File: config.mk
export PLATFORM = sky130hd
export DESIGN_NAME = core_seq_ctrl
export DESIGN_NICKNAME = d
export VERILOG_FILES = /design/src/rtl/core_seq_ctrl.sv
export SDC_FILE = /design/constraint.sdc
export NUM_CORES = 1
export LEC_CHECK = 0
export ABC_AREA = 1
export CELL_PAD_IN_SITES_DETAIL_PLACEMENT = 1
export CELL_PAD_IN_SITES_GLOBAL_PLACEMENT = 1
export CORE_MARGIN = 5
export CORE_UTILIZATION = 40
export CTS_CLUSTER_SIZE = 10
export DETAILED_ROUTE_END_ITERATION = 12
export DONT_BUFFER_PORTS = 1
export GPL_TIMING_DRIVEN = 0
export HOLD_SLACK_MARGIN = 0.12
export PLACE_DENSITY_LB_ADDON = 0.1
export RECOVER_POWER = 25
export SYNTH_ARGS = -nofsm -noshare
export SYNTH_HDL_FRONTEND = slang
export SYNTH_SLANG_ARGS = --single-unit
File: constraint.sdc
create_clock -name clk -period 2.15 [get_ports clk]
set_clock_uncertainty 0.05 [all_clocks]
set_input_delay 0.215 -clock clk [delete_from_list [all_inputs] [get_ports clk]]
set_output_delay 0.215 -clock clk [all_outputs]
set_load 0.02 [all_outputs]
File: src/rtl/core_seq_ctrl.sv
// Multi-cycle fetch/decode/execute/memory/writeback sequencer for the RV32I core.
// Drives IFU/LSU handshakes, IR/RF/PC enables, timeout trap, halt and retire count.
module core_seq_ctrl #(
  parameter int TIMEOUT = 255,
  parameter int CNT_W   = 32
) (
  input  logic             clk,
  input  logic             rst,
  output logic             ifu_req_valid,
  input  logic             ifu_req_ready,
  input  logic             ifu_resp_valid,
  input  logic             ifu_resp_err,
  output logic             ir_we,
  input  logic             dec_regwr,
  input  logic             dec_mem_en,
  input  logic             dec_memwr,
  input  logic             dec_ebreak,
  output logic             lsu_req_valid,
  output logic             lsu_req_wr,
  input  logic             lsu_req_ready,
  input  logic             lsu_resp_valid,
  input  logic             lsu_resp_err,
  output logic             rf_we,
  output logic             pc_we,
  output logic             halt,
  output logic             err,
  output logic [1:0]       err_code,
  output logic [CNT_W-1:0] retire_cnt
);

  localparam int TW = $clog2(TIMEOUT + 1);

  typedef enum logic [3:0] {
    S_IDLE, S_FREQ, S_FWAIT, S_DEC, S_EXE,
    S_MREQ, S_MWAIT, S_WB, S_HALT, S_ERR
  } state_t;

  state_t           r_state;
  state_t           w_next;
  logic [TW-1:0]    r_tmo;
  logic             r_regwr;
  logic             r_mem_en;
  logic             r_memwr;
  logic [1:0]       r_code;
  logic [1:0]       w_code;
  logic [CNT_W-1:0] r_cnt;
  logic             w_hit;
  logic             w_waitst;

  // Fires during the TIMEOUT-th consecutive cycle spent in a wait state.
  assign w_hit    = (r_tmo == TW'(TIMEOUT - 1));
  assign w_waitst = (r_state == S_FREQ) || (r_state == S_FWAIT) ||
                    (r_state == S_MREQ) || (r_state == S_MWAIT);

  assign err_code   = r_code;
  assign retire_cnt = r_cnt;

  always_comb begin
    w_next        = r_state;
    w_code        = r_code;
    ifu_req_valid = 1'b0;
    ir_we         = 1'b0;
    lsu_req_valid = 1'b0;
    lsu_req_wr    = 1'b0;
    rf_we         = 1'b0;
    pc_we         = 1'b0;
    halt          = 1'b0;
    err           = 1'b0;
    unique case (r_state)
      S_IDLE: w_next = S_FREQ;
      S_FREQ: begin
        ifu_req_valid = 1'b1;
        if (ifu_req_ready) begin
          w_next = S_FWAIT;
        end else if (w_hit) begin
          w_next = S_ERR;
          w_code = 2'b01;
        end
      end
      S_FWAIT: begin
        if (ifu_resp_valid) begin
          if (ifu_resp_err) begin
            w_next = S_ERR;
            w_code = 2'b11;
          end else begin
            ir_we  = 1'b1;
            w_next = S_DEC;
          end
        end else if (w_hit) begin
          w_next = S_ERR;
          w_code = 2'b01;
        end
      end
      S_DEC: w_next = dec_ebreak ? S_HALT : S_EXE;
      S_EXE: w_next = r_mem_en ? S_MREQ : S_WB;
      S_MREQ: begin
        lsu_req_valid = 1'b1;
        lsu_req_wr    = r_memwr;
        if (lsu_req_ready) begin
          w_next = S_MWAIT;
        end else if (w_hit) begin
          w_next = S_ERR;
          w_code = 2'b10;
        end
      end
      S_MWAIT: begin
        if (lsu_resp_valid) begin
          if (lsu_resp_err) begin
            w_next = S_ERR;
            w_code = 2'b11;
          end else begin
            w_next = S_WB;
          end
        end else if (w_hit) begin
          w_next = S_ERR;
          w_code = 2'b10;
        end
      end
      S_WB: begin
        rf_we  = r_regwr;
        pc_we  = 1'b1;
        w_next = S_FREQ;
      end
      S_HALT: halt = 1'b1;
      S_ERR:  err  = 1'b1;
      default: w_next = S_IDLE;
    endcase
  end

  always_ff @(posedge clk or posedge rst) begin
    if (rst) begin
      r_state  <= S_IDLE;
      r_tmo    <= '0;
      r_regwr  <= 1'b0;
      r_mem_en <= 1'b0;
      r_memwr  <= 1'b0;
      r_code   <= 2'b00;
      r_cnt    <= '0;
    end else begin
      r_state <= w_next;
      r_code  <= w_code;
      if (w_next != r_state) begin
        r_tmo <= '0;
      end else if (w_waitst) begin
        r_tmo <= r_tmo + 1'b1;
      end
      if (r_state == S_DEC) begin
        r_regwr  <= dec_regwr;
        r_mem_en <= dec_mem_en;
        r_memwr  <= dec_memwr;
      end
      if (r_state == S_WB) begin
        r_cnt <= r_cnt + 1'b1;
      end
    end
  end

endmodule

==> results.sh, run 1 <==
export IMPL_ys_warn_count=0
export IMPL_crit_type="flip-flop to flip-flop"
export IMPL_grt_pass1_vias=2463
export IMPL_ios=54
export IMPL_synth_edff_count=0
export IMPL_cp_arrival_ns=2.17
export IMPL_drtIter0Drc=70
export IMPL_pre_cts_ws_ns=-0.0494
export IMPL_rows=30
export IMPL_first_pass_iters=4
export IMPL_final_cells=481
export IMPL_drcViolationCount=0
export IMPL_wl_per_cell_um=14.4
export IMPL_clock_latency_ns=0.30
export IMPL_whs_path_depth=4
export IMPL_drive_above_1_share_pct=11.9
export IMPL_grt_pass1_wl_mm=11.9
export IMPL_worst_path_buf_inv=1
export IMPL_cts_max_level=2
export IMPL_placedCellCount=470
export IMPL_setup_ws_ns=0.156
export IMPL_initial_core_util_pct=41.3
export IMPL_layout_common_cells="nand2_1 (97), nor2_1 (51), inv_1 (44)"
export IMPL_required_ns=2.32
export IMPL_crit_path_end_kind="flip-flop"
export IMPL_min_path_type="input pin to flip-flop"
export IMPL_setup_viol=0
export IMPL_grtUsageTotal_pct=16.8
export IMPL_area_growth_syn_to_layout_pct=11.8
export IMPL_finalCriticalPeriod_ns=1.99
export IMPL_drv_cap=0
export IMPL_wl_mm=6.95
export IMPL_root_buffer="clkbuf_8"
export IMPL_hold_ws_ns=0.150
export IMPL_finalMaxSlewViolations=0
export IMPL_met1_usage_pct=23.1
export IMPL_dieArea_um2=8830
export IMPL_grt_max_degree=30
export IMPL_cts_tree="yes"
export IMPL_globalRouteMet2Util_pct=25.7
export IMPL_final_hold_viol_count=0
export IMPL_startpoint_type="flip-flop"
export IMPL_top_usage_layer="met2"
export IMPL_synth_top_cell_area_share_pct=43.5
export IMPL_antenna_found_initial=0
export IMPL_cts_num_sinks=49
export IMPL_syn_area_um2=2820
export IMPL_syn_inst=373
export IMPL_mostFrequentLayoutCell="nand2_1"
export IMPL_power_density_nw_per_um2=835
export IMPL_die_h_um=94.0
export IMPL_path_cells="inv_1 -> nor3_1 -> nand4_1 -> nor2_2 -> nand2_1 -> nor2_1 -> xor2_1"
export IMPL_diodes=0
export IMPL_yosysSeqAreaShare_pct=43.5
export IMPL_num_nets_final=400
export IMPL_io_buffers=0
export IMPL_use_met3_pct=4.73
export IMPL_final_util_pct=46.1
export IMPL_async_reset_ff_share_pct=100
export IMPL_synth_ff_type="dfrtp_1"
export IMPL_ir_drop_uv=443
export IMPL_finalCritPeriodShare_pct=92.7
export IMPL_clkTransAtPathRegs_ns=0.09
export IMPL_tightest_slew_ns=0.893
export IMPL_core_um2=6830
export IMPL_synth_avg_cell_area_um2=7.56
export IMPL_crit_family="simple AND/OR/NAND/NOR gates"
export IMPL_cts_max_path_buffers=2
export IMPL_yosys_top_cells_area="dfrtp_1 (43%), nand2_1 (13%), xor2_1 (8.7%)"
export IMPL_worst_hold_startpoint="lsu_resp_err"
export IMPL_place_gp_congestion=0.820
export IMPL_fmax_ghz=0.502
export IMPL_hpwlAfterDp_mm=5.44
export IMPL_synth_nets=388
export IMPL_routed_via_density=4.93
export IMPL_worstReg2RegStart="retire_cnt[13]"
export IMPL_r2r_end="retire_cnt[30]"
export IMPL_cts_buffers=5
export IMPL_slowest_stage="dfrtp_1"
export IMPL_rr_worst_depth=7
export IMPL_yosysUniqueCellTypes=23
export IMPL_vias=2371
export IMPL_min_to="r_state[3]"
export IMPL_critPathLaunch="retire_cnt[13]"
export IMPL_die_w_um=94.0
export IMPL_overflow=0
export IMPL_placed_cell_area_um2=2960
export IMPL_final_area_um2=3150
export IMPL_critPathMaxStageDelay_ns=0.51
export IMPL_synth_area_leader_cell="dfrtp_1"
export IMPL_status="completed"
export IMPL_r2r_setup_slack_ns=0.16
export IMPL_crit_fanout=4
export IMPL_postRouteAntennaNets=0
export IMPL_synth_seq_cells=49
export IMPL_max_slew_margin_pct=40.4
export IMPL_power_leakage_nw=1.50
worst reg2reg max path, delay by kind of cell, from the launching register on:
family	cells	cell delay, ns
buffers and inverters	1	0.14
AND/OR/NAND/NOR	5	1.08
flip-flops	1	0.51
XOR/XNOR	1	0.15
report_power, final:
part           internal [W]  switching, W
sequential          0.00102      0.000134
clock              0.000255      0.000301
combinational      0.000262      0.000661
total               0.00153       0.00110
what timing repair did:
item / 4_1_cts / 5_1_grt
gates resized for setup: 2 / 22
gates cloned: 0 / 0
endpoints found under the hold margin: 23 / 0
setup endpoints to repair: 8 / 16
pin swaps: 0 / 1
hold buffers: 4 / 0
setup buffers: 0 / 0
metal layers:
layer | wire (um) | vias up
met4 | 108 | 0
met1 | 3420 | 1128
met3 | 353 | 8
met2 | 3060 | 43
li1 | - | 1192
met5 | 0 | -
worst max path at each step:
stage                     end  slack (ns)  cells after the start
2_1_floorplan        r_tmo[5]        0.38                      9
3_3_place_gp         r_tmo[6]       0.003                     11
3_5_place_dp         r_tmo[2]       -0.05                     11
4_1_cts        retire_cnt[30]        0.02                     10
5_1_grt              r_tmo[6]       -0.01                     13
6_report       retire_cnt[30]        0.16                      7
cell usage after synthesis (2+ instances only):
master    number
a21oi_1        4
dfrtp_1       49
ha_1           3
inv_1         44
inv_2          5
nand2_1       99
nand2_2        2
nand3_1       25
nand3b_1       3
nand4_1       10
nor2_1        58
nor2_2         5
nor3_1         9
nor3_2         2
o21ai_0       12
xnor2_1        9
xor2_1        28
kinds of logic after synthesis:
group | Yosys count | synth area share (%)
XOR/XNOR | 37 | 11.5
flip-flops | 49 | 43.5
AND/OR/NAND/NOR | 216 | 33.5
adder cells (fa/ha/maj) | 3 | 1.33
AO/OA/AOI/OAI | 17 | 3.11
buffers and inverters | 50 | 6.70
multiplexers | 1 | 0.399
per-stage QoR:
stage	setup TNS [ns]	total power, W
2_1_floorplan	0	0.00180
3_3_place_gp	0	0.00200
3_5_place_dp	-0.205	0.00203
4_1_cts	0	0.00262
5_1_grt	-0.0124	0.00286
6_report	0	0.00263
cell type report:
type | instances | area, um^2
buffer | 1 | 7.51
clock buffer | 6 | 82.6
clock inverter | 1 | 7.51
fill | 890 | 3680
inverter | 49 | 184
multi-input combinational | 274 | 1450
sequential | 49 | 1240
tap | 96 | 120
timing repair buffer | 5 | 60.1
sequential cells by signal, summed over array words and instances (netlist names):
| name | cells |
|---|---|
| retire_cnt | 32 |
| r_tmo | 8 |
| r_state | 4 |
| err_code | 2 |
| r_mem_en | 1 |
| r_memwr | 1 |
| r_regwr | 1 |
Power figures use the tool's default switching activity.
==> inputs of run 2 (changes only) <==
--- a/config.mk
+++ b/config.mk
@@ -8,6 +8,7 @@
 export ABC_AREA = 1
 export CELL_PAD_IN_SITES_DETAIL_PLACEMENT = 1
 export CELL_PAD_IN_SITES_GLOBAL_PLACEMENT = 1
+export CORE_ASPECT_RATIO = 0.8
 export CORE_MARGIN = 5
 export CORE_UTILIZATION = 40
 export CTS_CLUSTER_SIZE = 10
@@ -17,6 +18,7 @@
 export HOLD_SLACK_MARGIN = 0.12
 export PLACE_DENSITY_LB_ADDON = 0.1
 export RECOVER_POWER = 25
+export SKIP_LAST_GASP = 1
 export SYNTH_ARGS = -nofsm -noshare
 export SYNTH_HDL_FRONTEND = slang
 export SYNTH_SLANG_ARGS = --single-unit
==> constraint.sdc (replaced) <==
create_clock -name clk -period 1.9 [get_ports clk]
set_clock_uncertainty 0.05 [all_clocks]
set_input_delay 0.19 -clock clk [delete_from_list [all_inputs] [get_ports clk]]
set_output_delay 0.19 -clock clk [all_outputs]
set_load 0.02 [all_outputs]
==> run 2 against run 1 <==
- the run now ends with negative setup slack left
- core utilization grew 4.9 points
- count of clock-buffer cells in the layout shrank 1
- clock power rose by 15%
- final cell count up 4.0%
- first-iteration DRC count rose by 29%
- critical path depth rose by 3
- combinational power is 54% higher
- design area grew 11%
- routed wire length grew 15%
- global-route usage rose by 0.63 points
- worst hold slack lost 0.027 ns
- critical path type unchanged
- largest cell class unchanged
- largest power group is now combinational cells
==> results.sh, run 2 (synthesis results as in run 1) <==
export IMPL_status="finished, violations left"
export IMPL_violations="negative setup slack"
export IMPL_die_h_um=85.1
export IMPL_rows=27
export IMPL_grt_pass1_wl_mm=12.7
export IMPL_ir_drop_uv=617
export IMPL_crit_type="flip-flop to flip-flop"
export IMPL_startpoint_type="flip-flop"
export IMPL_largest_reg_flops=32
export IMPL_num_nets_final=427
export IMPL_grt_max_degree=32
export IMPL_finalSetupTns_ns=-0.00931
export IMPL_cts_max_level=2
export IMPL_wl_mm=7.97
export IMPL_finalCriticalPeriod_ns=1.91
export IMPL_min_path_type="input pin to flip-flop"
export IMPL_postRouteAntennaNets=0
export IMPL_io_buffers=0
export IMPL_wl_per_cell_um=15.9
export IMPL_cts_tree="yes"
export IMPL_crit_path_end_kind="flip-flop"
export IMPL_final_area_um2=3500
export IMPL_area_growth_syn_to_layout_pct=24.1
export IMPL_setup_ws_ns=-0.00931
export IMPL_power_leakage_nw=1.66
export IMPL_drcViolationCount=0
export IMPL_initial_core_util_pct=41.1
export IMPL_cp_arrival_ns=2.06
export IMPL_drtIter0Drc=90
export IMPL_crit_fanout=5
export IMPL_placed_cell_area_um2=2950
export IMPL_die_w_um=104
export IMPL_power_density_nw_per_um2=963
export IMPL_clkTransAtPathRegs_ns=0.10
export IMPL_setup_viol=1
export IMPL_routed_via_density=5.12
export IMPL_hpwlAfterDp_mm=5.73
export IMPL_cts_buffers=5
export IMPL_cts_max_path_buffers=2
export IMPL_diodes=0
export IMPL_vias=2560
export IMPL_drv_cap=0
export IMPL_core_um2=6860
export IMPL_root_buffer="clkbuf_8"
export IMPL_mostFrequentLayoutCell="nand2_1"
export IMPL_drive_above_1_share_pct=24.5
export IMPL_overflow=0
export IMPL_place_gp_congestion=0.887
export IMPL_antenna_found_initial=0
export IMPL_dieArea_um2=8840
export IMPL_required_ns=2.06
export IMPL_finalMaxSlewViolations=0
export IMPL_grtUsageTotal_pct=17.4
export IMPL_clock_latency_ns=0.30
export IMPL_fmax_ghz=0.524
export IMPL_ios=54
export IMPL_finalCritPeriodShare_pct=100
export IMPL_tightest_slew_ns=0.718
export IMPL_final_hold_viol_count=0
export IMPL_grt_pass1_vias=2546
export IMPL_rsz0062_at_grt="true"
export IMPL_first_pass_iters=4
export IMPL_layout_common_cells="nand2_1 (91), inv_1 (42), nor2_1 (40)"
export IMPL_max_slew_margin_pct=52.1
export IMPL_hold_ws_ns=0.123
export IMPL_cts_num_sinks=49
run 2: cell types whose count changed in the layout (fill, tap and decap cells not counted), sizes merged:
cell,change
clkbuf,-1
inv,+1
buf,+24
dlygate4sd3,+3
clkinv,+1
run 2: final timing paths:
| kind | slack, ns | start | depth (start not counted) | to |
|---|---|---|---|---|
| max in group asynchronous | 0.42 | rst | 3 | r_state[3] |
| worst max register to register | -0.009 | retire_cnt[1] | 10 | retire_cnt[22] |
| worst min-delay path | 0.12 | ifu_req_ready | 4 | r_state[1] |
| worst min register to register | 0.49 | r_mem_en | 1 | r_mem_en |
| min in group asynchronous | 0.38 | rst | 2 | retire_cnt[20] |
| worst max-delay path | -0.009 | retire_cnt[1] | 10 | retire_cnt[22] |
run 2: layout make-up:
class	instances	area (um^2)
timing repair buffer	32	262
multi-input combinational	274	1600
clock inverter	3	21.3
sequential	49	1240
tap	87	109
fill	843	3360
buffer	1	7.51
clock buffer	5	68.8
inverter	49	191
run 2: metal layers:
metal,vias up,routed length [um],GRT usage [%]
met5,-,0,0
met1,1236,3760,25.0
li1,1243,-,-
met4,0,112,3.41
met3,11,506,4.94
met2,70,3590,26.4
run 2: what timing repair did:
item                       CTS  global route
buffers inserted             6            18
setup endpoints to repair   21            25
hold buffers                 6             1
pin swaps                    3            15
hold endpoints to repair    54             1
gates resized for setup     35            36
run 2: worst max-delay path, cell delays in order (launching register included):
cell and delay [ns]:
dfrtp_2 0.50, ha_4 0.18, nand3_2 0.08, inv_2 0.11
nand2_2 0.05, nor2_2 0.11, nand4_1 0.21, nor2_2 0.19
buf_4 0.13, xor2_1 0.14, inv_1 0.05
run 2: metrics by stage:
step | power (W) | worst slack, ns | cells | util (%)
5_1_grt | 0.00359 | -0.127 | 500 | 51.0
3_5_place_dp | 0.00229 | -0.245 | 461 | 43.0
3_3_place_gp | 0.00227 | -0.254 | 460 | 42.7
2_1_floorplan | 0.00204 | 0.127 | 373 | -
4_1_cts | 0.00315 | 0.00589 | 481 | 47.3
6_report | 0.00337 | -0.00931 | 500 | 51.0
run 2: where the power goes:
group	switching [W]	leakage, nW	internal (W)
logic	0.000931	0.972	0.000486
clock network	0.000375	0.0445	0.000262
registers	0.000163	0.647	0.00115
total	0.00147	1.66	0.00190
==> inputs of run 3 (changes only) <==
--- a/config.mk
+++ b/config.mk
@@ -11,6 +11,7 @@
 export CORE_ASPECT_RATIO = 0.8
 export CORE_MARGIN = 5
 export CORE_UTILIZATION = 40
+export CTS_CLUSTER_DIAMETER = 200
 export CTS_CLUSTER_SIZE = 10
 export DETAILED_ROUTE_END_ITERATION = 12
 export DONT_BUFFER_PORTS = 1
==> results of run 3 <==
The final DEF is identical to that of run 2; final timing and power are the same.
